`src/rtl/alu_arbiter.sv`:
```
// rtl/alu_arbiter.sv - two-requester arbiter sharing one combinational ALU
//
// One transaction is in flight at a time: IDLE (grant) -> EXEC (ALU evaluates
// registered operands) -> RESP (hold response until consumed).
// Optional build macro ALU_ARB_FIXED_PRIO_EN: requester 0 always wins a tie
// instead of round-robin.

module alu_arbiter #(
  parameter int DATA_WIDTH    = 64,
  parameter int OPCODE_LENGTH = 4
) (
  input  logic                     clk,
  input  logic                     rst_n,

  input  logic                     req0_valid,
  output logic                     req0_ready,
  input  logic [DATA_WIDTH-1:0]    req0_srca,
  input  logic [DATA_WIDTH-1:0]    req0_srcb,
  input  logic [OPCODE_LENGTH-1:0] req0_alucc,

  input  logic                     req1_valid,
  output logic                     req1_ready,
  input  logic [DATA_WIDTH-1:0]    req1_srca,
  input  logic [DATA_WIDTH-1:0]    req1_srcb,
  input  logic [OPCODE_LENGTH-1:0] req1_alucc,

  output logic [DATA_WIDTH-1:0]    alu_srca,
  output logic [DATA_WIDTH-1:0]    alu_srcb,
  output logic [OPCODE_LENGTH-1:0] alu_alucc,
  input  logic [DATA_WIDTH-1:0]    alu_result,

  output logic                     rsp_valid,
  input  logic                     rsp_ready,
  output logic                     rsp_id,
  output logic [DATA_WIDTH-1:0]    rsp_result,
  output logic                     rsp_err,
  output logic                     busy
);

  typedef enum logic [1:0] {
    IDLE = 2'd0,
    EXEC = 2'd1,
    RESP = 2'd2
  } state_t;

  localparam logic [OPCODE_LENGTH-1:0] CC_AND = OPCODE_LENGTH'(4'b0000);
  localparam logic [OPCODE_LENGTH-1:0] CC_OR  = OPCODE_LENGTH'(4'b0001);
  localparam logic [OPCODE_LENGTH-1:0] CC_ADD = OPCODE_LENGTH'(4'b0010);
  localparam logic [OPCODE_LENGTH-1:0] CC_SUB = OPCODE_LENGTH'(4'b0110);

  state_t                   state;
  state_t                   state_nxt;
  logic [DATA_WIDTH-1:0]    opa_q;
  logic [DATA_WIDTH-1:0]    opb_q;
  logic [OPCODE_LENGTH-1:0] opcc_q;
  logic                     any_valid;
  logic                     grant_id;
  logic                     grant_en;
  logic                     legal_cc;

  assign any_valid = req0_valid | req1_valid;

`ifdef ALU_ARB_FIXED_PRIO_EN
  // Requester 0 wins whenever it is valid; requester 1 only when alone.
  assign grant_id = ~req0_valid;
`else
  logic last_grant;

  // On a tie the requester that did not win last time goes next; a lone
  // requester wins regardless of history.
  assign grant_id = (req0_valid & req1_valid) ? ~last_grant : ~req0_valid;

  // Remember the winner of every grant; reset value 1 lets requester 0 win
  // the first tie.
  always_ff @(posedge clk or negedge rst_n) begin
    if (!rst_n) begin
      last_grant <= 1'b1;
    end else if (grant_en) begin
      last_grant <= grant_id;
    end
  end
`endif

  // Only the four defined operations produce a result; anything else errors.
  assign legal_cc = (opcc_q == CC_AND) || (opcc_q == CC_OR) ||
                    (opcc_q == CC_ADD) || (opcc_q == CC_SUB);

  // State register.
  always_ff @(posedge clk or negedge rst_n) begin
    if (!rst_n) begin
      state <= IDLE;
    end else begin
      state <= state_nxt;
    end
  end

  // Next-state and handshake decode; grants only happen in IDLE, so a
  // response accepted in RESP can never overlap with a new grant.
  always_comb begin
    state_nxt = state;
    grant_en  = 1'b0;
    case (state)
      IDLE: begin
        if (any_valid) begin
          grant_en  = 1'b1;
          state_nxt = EXEC;
        end
      end
      EXEC: state_nxt = RESP;
      RESP: begin
        if (rsp_ready) begin
          state_nxt = IDLE;
        end
      end
      default: state_nxt = IDLE;
    endcase
  end

  assign req0_ready = grant_en & ~grant_id;
  assign req1_ready = grant_en &  grant_id;
  assign busy       = (state != IDLE);
  assign rsp_valid  = (state == RESP);

  // Latch the granted requester's payload and id; the ALU is fed from these
  // registers so its inputs hold steady through EXEC and afterwards.
  always_ff @(posedge clk or negedge rst_n) begin
    if (!rst_n) begin
      opa_q  <= '0;
      opb_q  <= '0;
      opcc_q <= '0;
      rsp_id <= 1'b0;
    end else if (grant_en) begin
      opa_q  <= grant_id ? req1_srca  : req0_srca;
      opb_q  <= grant_id ? req1_srcb  : req0_srcb;
      opcc_q <= grant_id ? req1_alucc : req0_alucc;
      rsp_id <= grant_id;
    end
  end

  assign alu_srca  = opa_q;
  assign alu_srcb  = opb_q;
  assign alu_alucc = opcc_q;

  // Capture the ALU output at the end of EXEC; illegal codes return zero
  // with the error flag so the consumer never sees a garbage result.
  always_ff @(posedge clk or negedge rst_n) begin
    if (!rst_n) begin
      rsp_result <= '0;
      rsp_err    <= 1'b0;
    end else if (state == EXEC) begin
      rsp_result <= legal_cc ? alu_result : '0;
      rsp_err    <= ~legal_cc;
    end
  end

endmodule

```
`config.mk`:
```
export PLATFORM = sky130hd
export DESIGN_NAME = alu_arbiter
export DESIGN_NICKNAME = d
export VERILOG_FILES = /design/src/rtl/alu_arbiter.sv
export SDC_FILE = /design/constraint.sdc
export NUM_CORES = 1
export LEC_CHECK = 0
export ABC_AREA = 1
export BUFFER_PORTS_ARGS = -buffer_cell sky130_fd_sc_hd__clkbuf_2
export CORE_AREA = 4 4 208 210
export DETAILED_ROUTE_END_ITERATION = 8
export DIE_AREA = 0 0 212 214
export SETUP_SLACK_MARGIN = 0.15
export SYNTH_ARGS = -nofsm -noshare
export SYNTH_HDL_FRONTEND = slang
export SYNTH_SLANG_ARGS = --single-unit
export TNS_END_PERCENT = 100
```
`constraint.sdc`:
```
create_clock -name clk -period 1.6 [get_ports clk]
set_clock_uncertainty 0.15 [all_clocks]
set_input_delay 0.24 -clock clk [delete_from_list [all_inputs] [get_ports clk]]
set_output_delay 0.24 -clock clk [all_outputs]
set_load 0.03 [all_outputs]
```
After elaboration in Yosys (flattened, before gate mapping)
Cells that the tools add are included.
{ "totals": {"rom_bits": 0, "latch_bits": 0, "regBits": 201, "inputBits": 333, "n_memories": 0, "out_inout_bits": 202, "mem_bits_rw": 0} }
{ "op_classes": {"n_lt_le_gt_ge": 0, "n_div": 0, "reduce_logical": 7, "add_sub_neg": 0, "n_eq_ne": 7, "shifts": 0, "n_bitwise": 8, "muxes": 10, "mul": 0} }
{ "op_table": {"columns": ["cell", "count"], "rows": [
  ["$mux 64", 3],
  ["$pmux 2 s3", 1],
  ["$eq 4x1->1 const B", 1],
  ["$eq 4x2->1 const B", 1],
  ["$eq 4x3->1 const B", 1],
  ["$logic_not 4->1", 1],
  ["$mux 2", 2],
  ["$mux 4", 1],
  ["$not 1->1", 4],
  ["$and 1x1->1", 3],
  ["$logic_or 1x1->1", 3],
  ["$mux 1", 3],
  ["$eq 2x1->1 const B", 1],
  ["$eq 2x2->1 const B", 1],
  ["$logic_not 2->1", 1],
  ["$ne 2x1->1 const B", 1],
  ["$ne 2x2->1 const B", 1],
  ["$reduce_and 2->1", 1],
  ["$reduce_bool 2->1", 1],
  ["$or 1x1->1", 1]
]} }

Depth between registers and ports, before layout
Gate-level depths: netlist (run 1).
{ "depth": {"ltp_word": 5, "ltp_mapped": 7} }

Worst setup path before layout (run 1)
No wires, ideal clock.
{ "synth_path": {"path_type": "flip-flop to output port", "start": "register last_grant", "end": "output port req0_ready", "path_stages_with_launch": 7, "t_arrival_ns": 1.472, "path_slack_ns": -0.262, "path_buffers": 2, "path_cell_list": "dfstp_2 > inv_1 > nand2_2 > nand2_2 > buf_2 > buf_2 > nor2_1"} }
{ "synth_between": {"elab_chain_len": 4} }
{ "synth_rtl": {"columns": ["element", "line_no", "rtl"], "rows": [
  ["from (decl)", "67", "logic last_grant;"],
  ["from (signal assigned)", "79", "last_grant <= grant_id;"],
  ["$not 1->1", "71", "assign grant_id = (req0_valid & req1_valid) ? ~last_grant : ~req0_valid;"],
  ["$mux 1", "71", null],
  ["$not 1->1", "119", "assign req0_ready = grant_en & ~grant_id;"],
  ["$and 1x1->1", "119", null],
  ["to (decl)", "16", "output logic req0_ready,"]
]} }
No other way between the ends.

Worst setup path after layout (run 1)
{ "layout_path": {"start": "register state[1]", "end": "register opa_q[35], in the netlist alu_srca[35]"} }
{ "layout_between": {"elab_chain_len": 2} }
{ "layout_rtl": {"columns": ["element", "line_no", "rtl"], "rows": [
  ["from (decl)", "51", "state_t state;"],
  ["from (signal assigned)", "93", "state <= state_nxt;"],
  ["$logic_not 2->1", "102", "case (state)"],
  ["$mux 1", "102", null],
  ["to (signal assigned)", "133", "opa_q <= grant_id ? req1_srca : req0_srca;"],
  ["to (decl)", "53", "logic [DATA_WIDTH-1:0] opa_q;"]
]} }
No other way between the ends.
A chain may end at the register's enable or synchronous reset.

==> qor.csv, run 1 <==
metric;value;unit
status;finished, violations left;
failing checks;hold timing, setup timing;
DRT Pass-1 Iters;9;
Synth area leader;dfrtp_1;
Root Buffer Master;clkbuf_16;
die width;212;µm
number of distinct library cells after synthesis;19;
dominant cell by count in the synthesized netlist;nand2_1;
Crit path top cell by count;buf_6;
# Max-Cap Violations;0;
peak supply drop;0.001128;V
vias in the first global route;13950;
H-tree depth;1;
critical path required time;1850;ps
worst hold slack;-10.64;ps
Area contributors post-synth;dfrtp_1 (55%), nand3_1 (15%), nand2_1 (11%);
Iteration-0 DRC Markers;1374;
Rows;75;
GRT Residual Overflow;0;
initial antenna violation count;1;
syn nets;1388;
largest net degree at the start of global routing;76;
EDFF count, synth;0;
Routed WL;59600;µm
number of port buffers;534;
post-synth top area share;0.5499;
drt drc;0;
power density cells;2104;nW/µm²
critical path arrival;2250;ps
#FFs+latches synth;201;
f_max;498.5;MHz
Cell Area, Synth;9101;µm²
Syn. warnings;0;
Die ar.;45370;µm²
clock sink total;201;
Slowest-stage cell, CP;dfrtp_1;
share of layout cells above drive strength 1;0.5497;
routed vias/inst;5.245;
CTS Buf Count;24;
synthesized instance count;1055;
GRT Overall Usage;0.2186;
CTS Buffer Depth;3;
Static Leak;10.99;nW
via count;13910;
Synth top cells by count;nand2_1 (269), nand3_1 (264), dfrtp_1 (200), nand4_1 (132), o21ai_1 (59);
Worst Setup Start Kind;flip-flop;
Synth Area per Inst;8.627;µm²
Worst Max-Slew Pin Slew;545.5;ps
post-layout min period;2006;ps
HP Class;in -> reg;
post-route ant nets;0;
worst-path cell chain;buf_6 > buf_6 > buf_6 > nor2_4 > buf_12 > o21ai_4 > buf_6 > buf_12 > buf_16 > nand2_4 > nand3_2;
RSZ-0062 raised after global routing;true;
final hold viol count;2;
Slew headroom;0.6363;
setup_tns;-60600;ps
Worst Path Max Fanout;8;
clock slew at reported path FFs;60;ps
Net count, final;2427;
Boundary Pins;535;
Crit. End Element;flip-flop;
Clock Latency Late Sink;530;ps
cts hold-fix bufs;330;
final core utilization;0.5311;
final worst slack;-406.1;ps
post-DP HPWL;27440;µm
Synth Flop Type;dfrtp_1;
count of final setup violators;203;
area grow syn2layout;142.6;%
gpl congestion;0.8747;
Starting Density;0.2189;
DR WL/cell;22.46;µm
Largest stage delay, worst path;410;ps
Seq/Total Area, Yosys;0.5528;
Die Y;214;µm
post-route clock period utilization;1.254;
DP Worst Slack;10.51;ps
pins over their slew limit;0;
worst setup path class;reg -> reg;
FFs w/ async S/R, synth;1.000;
CORE AREA;41570;µm²
CTS tree;done;
first-pass GRT wire length;78720;µm
layout by cell type (no fill, tap or decap), types with 2 or more instances in the layout:
| master | netlist | layout |
|---|---|---|
| bufbuf_16 | 0 | 3 |
| nand2_4 | 0 | 97 |
| nor2_4 | 2 | 5 |
| o21ai_2 | 1 | 49 |
| bufinv_16 | 0 | 2 |
| nand3_2 | 0 | 72 |
| buf_4 | 11 | 148 |
| dfrtp_2 | 0 | 9 |
| nand2_2 | 2 | 94 |
| o21ai_1 | 59 | 16 |
| buf_12 | 0 | 34 |
| dlygate4sd3_1 | 0 | 330 |
| dfrtp_1 | 200 | 191 |
| clkbuf_16 | 0 | 34 |
| inv_1 | 4 | 2 |
| clkinv_2 | 0 | 5 |
| buf_8 | 0 | 27 |
| buf_6 | 0 | 111 |
| diode_2 | 0 | 2 |
| clkbuf_8 | 0 | 21 |
| clkbuf_2 | 0 | 401 |
| nand3_1 | 264 | 192 |
| nand4_1 | 132 | 132 |
| nand2_1 | 269 | 79 |
| buf_16 | 0 | 39 |
| inv_2 | 3 | 4 |
| clkbuf_1 | 44 | 6 |
registers in the layout, summed over array words and instances, names as in the netlist:
register,count
rsp_id,1
alu_alucc,4
rsp_result,64
rsp_err,1
alu_srca,64
state,2
last_grant,1
alu_srcb,64
power by group:
part / internal, mW / leakage [nW] / switching (mW)
logic: 14.5 / 8.08 / 16.6
clock network: 3.45 / 0.406 / 2.29
registers: 7.39 / 2.51 / 2.17
routing by layer:
metal,track usage,wire (µm)
met1,0.2497,20790
met2,0.3611,28750
met3,0.05243,5396
met4,0.1457,4658
met5,0,0
stage by stage:
stage	std cells	area [µm²]	power (mW)	hold slack [ps]
after floorplan	1055	9161	18.91	-205.6
after global placement	2099	12850	24.77	91.07
after detailed placement	2099	12850	24.93	95.04
after CTS	2558	19500	38.99	-16.20
after global routing	2652	22070	48.09	-1.360
final	2653	22080	46.44	-10.64
worst max-delay path, delay by kind of cell (launching register included):
| kind | cells | cell delay (ps) |
|---|---|---|
| compound gates | 1 | 100 |
| buf+inv | 7 | 920 |
| flops | 1 | 410 |
| simple gates | 3 | 280 |
logic make-up after synthesis:
family                 synth area share
and+or+nand+nor                  0.3535
buffers and inverters           0.05650
AOI/OAI and AO/OA               0.03726
DFF                              0.5528
path summary, 6_finish.rpt:
path / from / end / slack [ps] / cells after the start
max in group asynchronous: rst_n / alu_alucc[1]$_DFFE_PN0P_ / 580 / 3
min in group asynchronous: rst_n / alu_srcb[38]$_DFFE_PN0P_ / 120 / 2
max reg2reg: state[1]$_DFFE_PN0P_ / alu_srca[35]$_DFFE_PN0P_ / -410 / 11
min: req0_valid / last_grant$_DFFE_PN1P_ / -10 / 4
max: state[1]$_DFFE_PN0P_ / alu_srca[35]$_DFFE_PN0P_ / -410 / 11
min reg2reg: rsp_result[45]$_DFFE_PN0N_ / rsp_result[45]$_DFFE_PN0N_ / 340 / 2
layout make-up:
type | instances | area, µm²
diodes | 2 | 5.005
clock buffers | 37 | 730.7
clock inverters | 7 | 85.08
fillers | 3202 | 19490
inverters | 7 | 52.55
multi-input cells | 741 | 5102
flip-flops and latches | 201 | 5042
well taps | 539 | 674.4
repair buffers | 1118 | 10360
repair inverters | 1 | 20.02
what timing repair did:
action                     in CTS  in global routing
cloned                         38                 10
pin swaps                      97                 62
hold endpoints to repair      399                  1
resized for setup             280                701
setup endpoints to repair     401                403
buffers inserted               47                 83
(Power assumes the default switching activity.)
==> inputs of run 2 (changes only) <==
--- a/constraint.sdc
+++ b/constraint.sdc
@@ -3,3 +3,3 @@
 set_input_delay 0.24 -clock clk [delete_from_list [all_inputs] [get_ports clk]]
 set_output_delay 0.24 -clock clk [all_outputs]
-set_load 0.03 [all_outputs]
+set_load 0.1 [all_outputs]
==> qor.csv, run 2 (synthesized netlist as in run 1, its figures left out) <==
metric;value;unit;change
status;finished, violations left;;
failing checks;setup timing;;
Boundary Pins;535;;unchanged
Placed Cells;2097;;-0.095%
Rows;75;;unchanged
Crit. End Element;output pin;;
share of layout cells above drive strength 1;0.5590;;+0.009324
# Max-Cap Violations;0;;unchanged
CORE AREA;41570;µm²;unchanged
Clock Latency Late Sink;530;ps;about the same
Iteration-0 DRC Markers;1477;;+7.5%
GRT Residual Overflow;0;;unchanged
Root Buffer Master;clkbuf_16;;
r2r startpoint;state[1]$_DFFE_PN0P_;;
Fillers;3026;;-5.5%
worst setup path class;reg -> out;;
Worst Path Max Fanout;4;;-4
worst hold slack;71.74;ps;+82.39 ps
gpl congestion;0.8941;;+2.2%
reg2reg path depth;10;;-1
Net count, final;2359;;-2.8%
Reg-to-Reg End;alu_srcb[50]$_DFFE_PN0P_;;
post-route insts no fill;2583;;-2.6%
CTS Buffer Depth;3;;unchanged
power density cells;2555;nW/µm²;+21%
post-layout min period;2014;ps;+8.037 ps
die width;212;µm;unchanged
pins over their slew limit;0;;unchanged
final worst slack;-414.1;ps;-8.037 ps
largest net degree at the start of global routing;73;;-3.9%
peak supply drop;0.001954;V;+73%
final hold viol count;0;;-2
Worst Setup Start Kind;flip-flop;;
critical path required time;1210;ps;-640 ps
initial antenna violation count;4;;+3
drt drc;0;;unchanged
count of final setup violators;251;;+24%
number of port buffers;534;;unchanged
H-tree depth;1;;unchanged
area grow syn2layout;156.8;%;
DP Worst Slack;-52.16;ps;-62.67 ps
Routed WL;63890;µm;+7.2%
CTS tree;done;;
first-pass GRT wire length;81010;µm;+2.9%
f_max;496.5;MHz;-0.40%
post-DP HPWL;28880;µm;+5.2%
final core utilization;0.5623;;+0.03121
GRT Overall Usage;0.2259;;+0.007314
Worst Max-Slew Pin Slew;474.1;ps;-71.36 ps
RSZ-0062 raised after global routing;true;;
CTS Buf Count;24;;unchanged
Die Y;214;µm;unchanged
DRT Pass-1 Iters;6;;-3
DR WL/cell;24.73;µm;+10%
Static Leak;11.38;nW;+3.5%
Slew headroom;0.6839;;+0.04757
via count;13850;;-0.48%
clock sink total;201;;unchanged
routed vias/inst;5.361;;+2.2%
most frequent cells in the layout;dlygate4sd3_1 (330), clkbuf_2 (330), dfrtp_1 (184);;
Die ar.;45370;µm²;unchanged
Starting Density;0.2189;;unchanged
r2r setup slk;-360;ps;+50 ps
post-route ant nets;0;;unchanged
vias in the first global route;13930;;-0.16%
critical path arrival;1620;ps;-630 ps
post-route clock period utilization;1.259;;+0.005023
HP Class;in -> async;;
clock slew at reported path FFs;60;ps;about the same
-- run 2: changes by cell type in the layout (fill, tap and decap cells not counted), moves of 41 or more --
cell | previous run | this run
buf_12 | 34 | 147
clkbuf_2 | 401 | 330
nand3_2 | 72 | 152
buf_6 | 111 | 27
nand3_1 | 192 | 106
nand2_2 | 94 | 53
-- run 2: metrics by stage --
step / total power, mW / setup TNS, ps / instance area, µm²
finish: 59.73 / -52090 / 23370
global route: 61.28 / -66450 / 23370
CTS: 52.09 / -29200 / 20600
detailed placement: 38.93 / -928.0 / 13580
global placement: 38.77 / -309.9 / 13580
floorplan: 30.86 / -762.7 / 9323
-- run 2: worst max path at each step --
stage                           startpoint                       end  slack, ps  cells past startpoint
floorplan           last_grant$_DFFE_PN1P_                req0_ready       -250                      6
global placement    last_grant$_DFFE_PN1P_  alu_srca[35]$_DFFE_PN0P_        -30                      7
detailed placement    state[0]$_DFFE_PN0P_  alu_alucc[2]$_DFFE_PN0P_        -50                      6
CTS                 last_grant$_DFFE_PN1P_                req1_ready       -450                      6
global route        last_grant$_DFFE_PN1P_                req1_ready       -480                      6
finish              last_grant$_DFFE_PN1P_                req1_ready       -410                      6
-- run 2: cell type report --
| class | instances | area (µm²) | area share |
|---|---|---|---|
| antenna | 3 | 7.507 | 0.0003212 |
| clock buffer | 35 | 723.2 | 0.03094 |
| clock inverter | 6 | 37.54 | 0.001606 |
| inverter | 7 | 46.29 | 0.001981 |
| multi-input combinational | 741 | 5507 | 0.2356 |
| sequential | 201 | 5061 | 0.2165 |
| tap | 539 | 674.4 | 0.02885 |
| timing repair buffer | 1051 | 11320 | 0.4842 |
-- run 2: routing by layer --
metal | global-route usage | part of all wire
met4 | 0.1284 | 0.068
met5 | 0 | 0.00063
met2 | 0.3928 | 0.50
met1 | 0.2538 | 0.34
met3 | 0.04892 | 0.089
-- run 2: power by group --
| part | total, mW | internal (mW) | switching (mW) | leakage (nW) |
|---|---|---|---|---|
| Combinational | 44.0 | 15.9 | 28.1 | 8.50 |
| Clock | 5.44 | 3.12 | 2.33 | 0.380 |
| Sequential | 10.3 | 7.42 | 2.89 | 2.50 |
-- run 2: repair_timing --
action                                  4_1_cts  5_1_grt
endpoints found under the setup margin      402      403
resized for setup                           452      484
endpoints found under the hold margin       398        0
buffers inserted                             38       24
hold buffers                                330        0
gates cloned                                 22       28
pin swaps                                     7      126
-- run 2: critical path, stage by stage (launching register included) --
cell	delay, ps
dfstp_2	530
inv_2	50
nand2_4	90
nand2_8	80
nand2_4	80
clkinvlp_4	90
buf_12	170
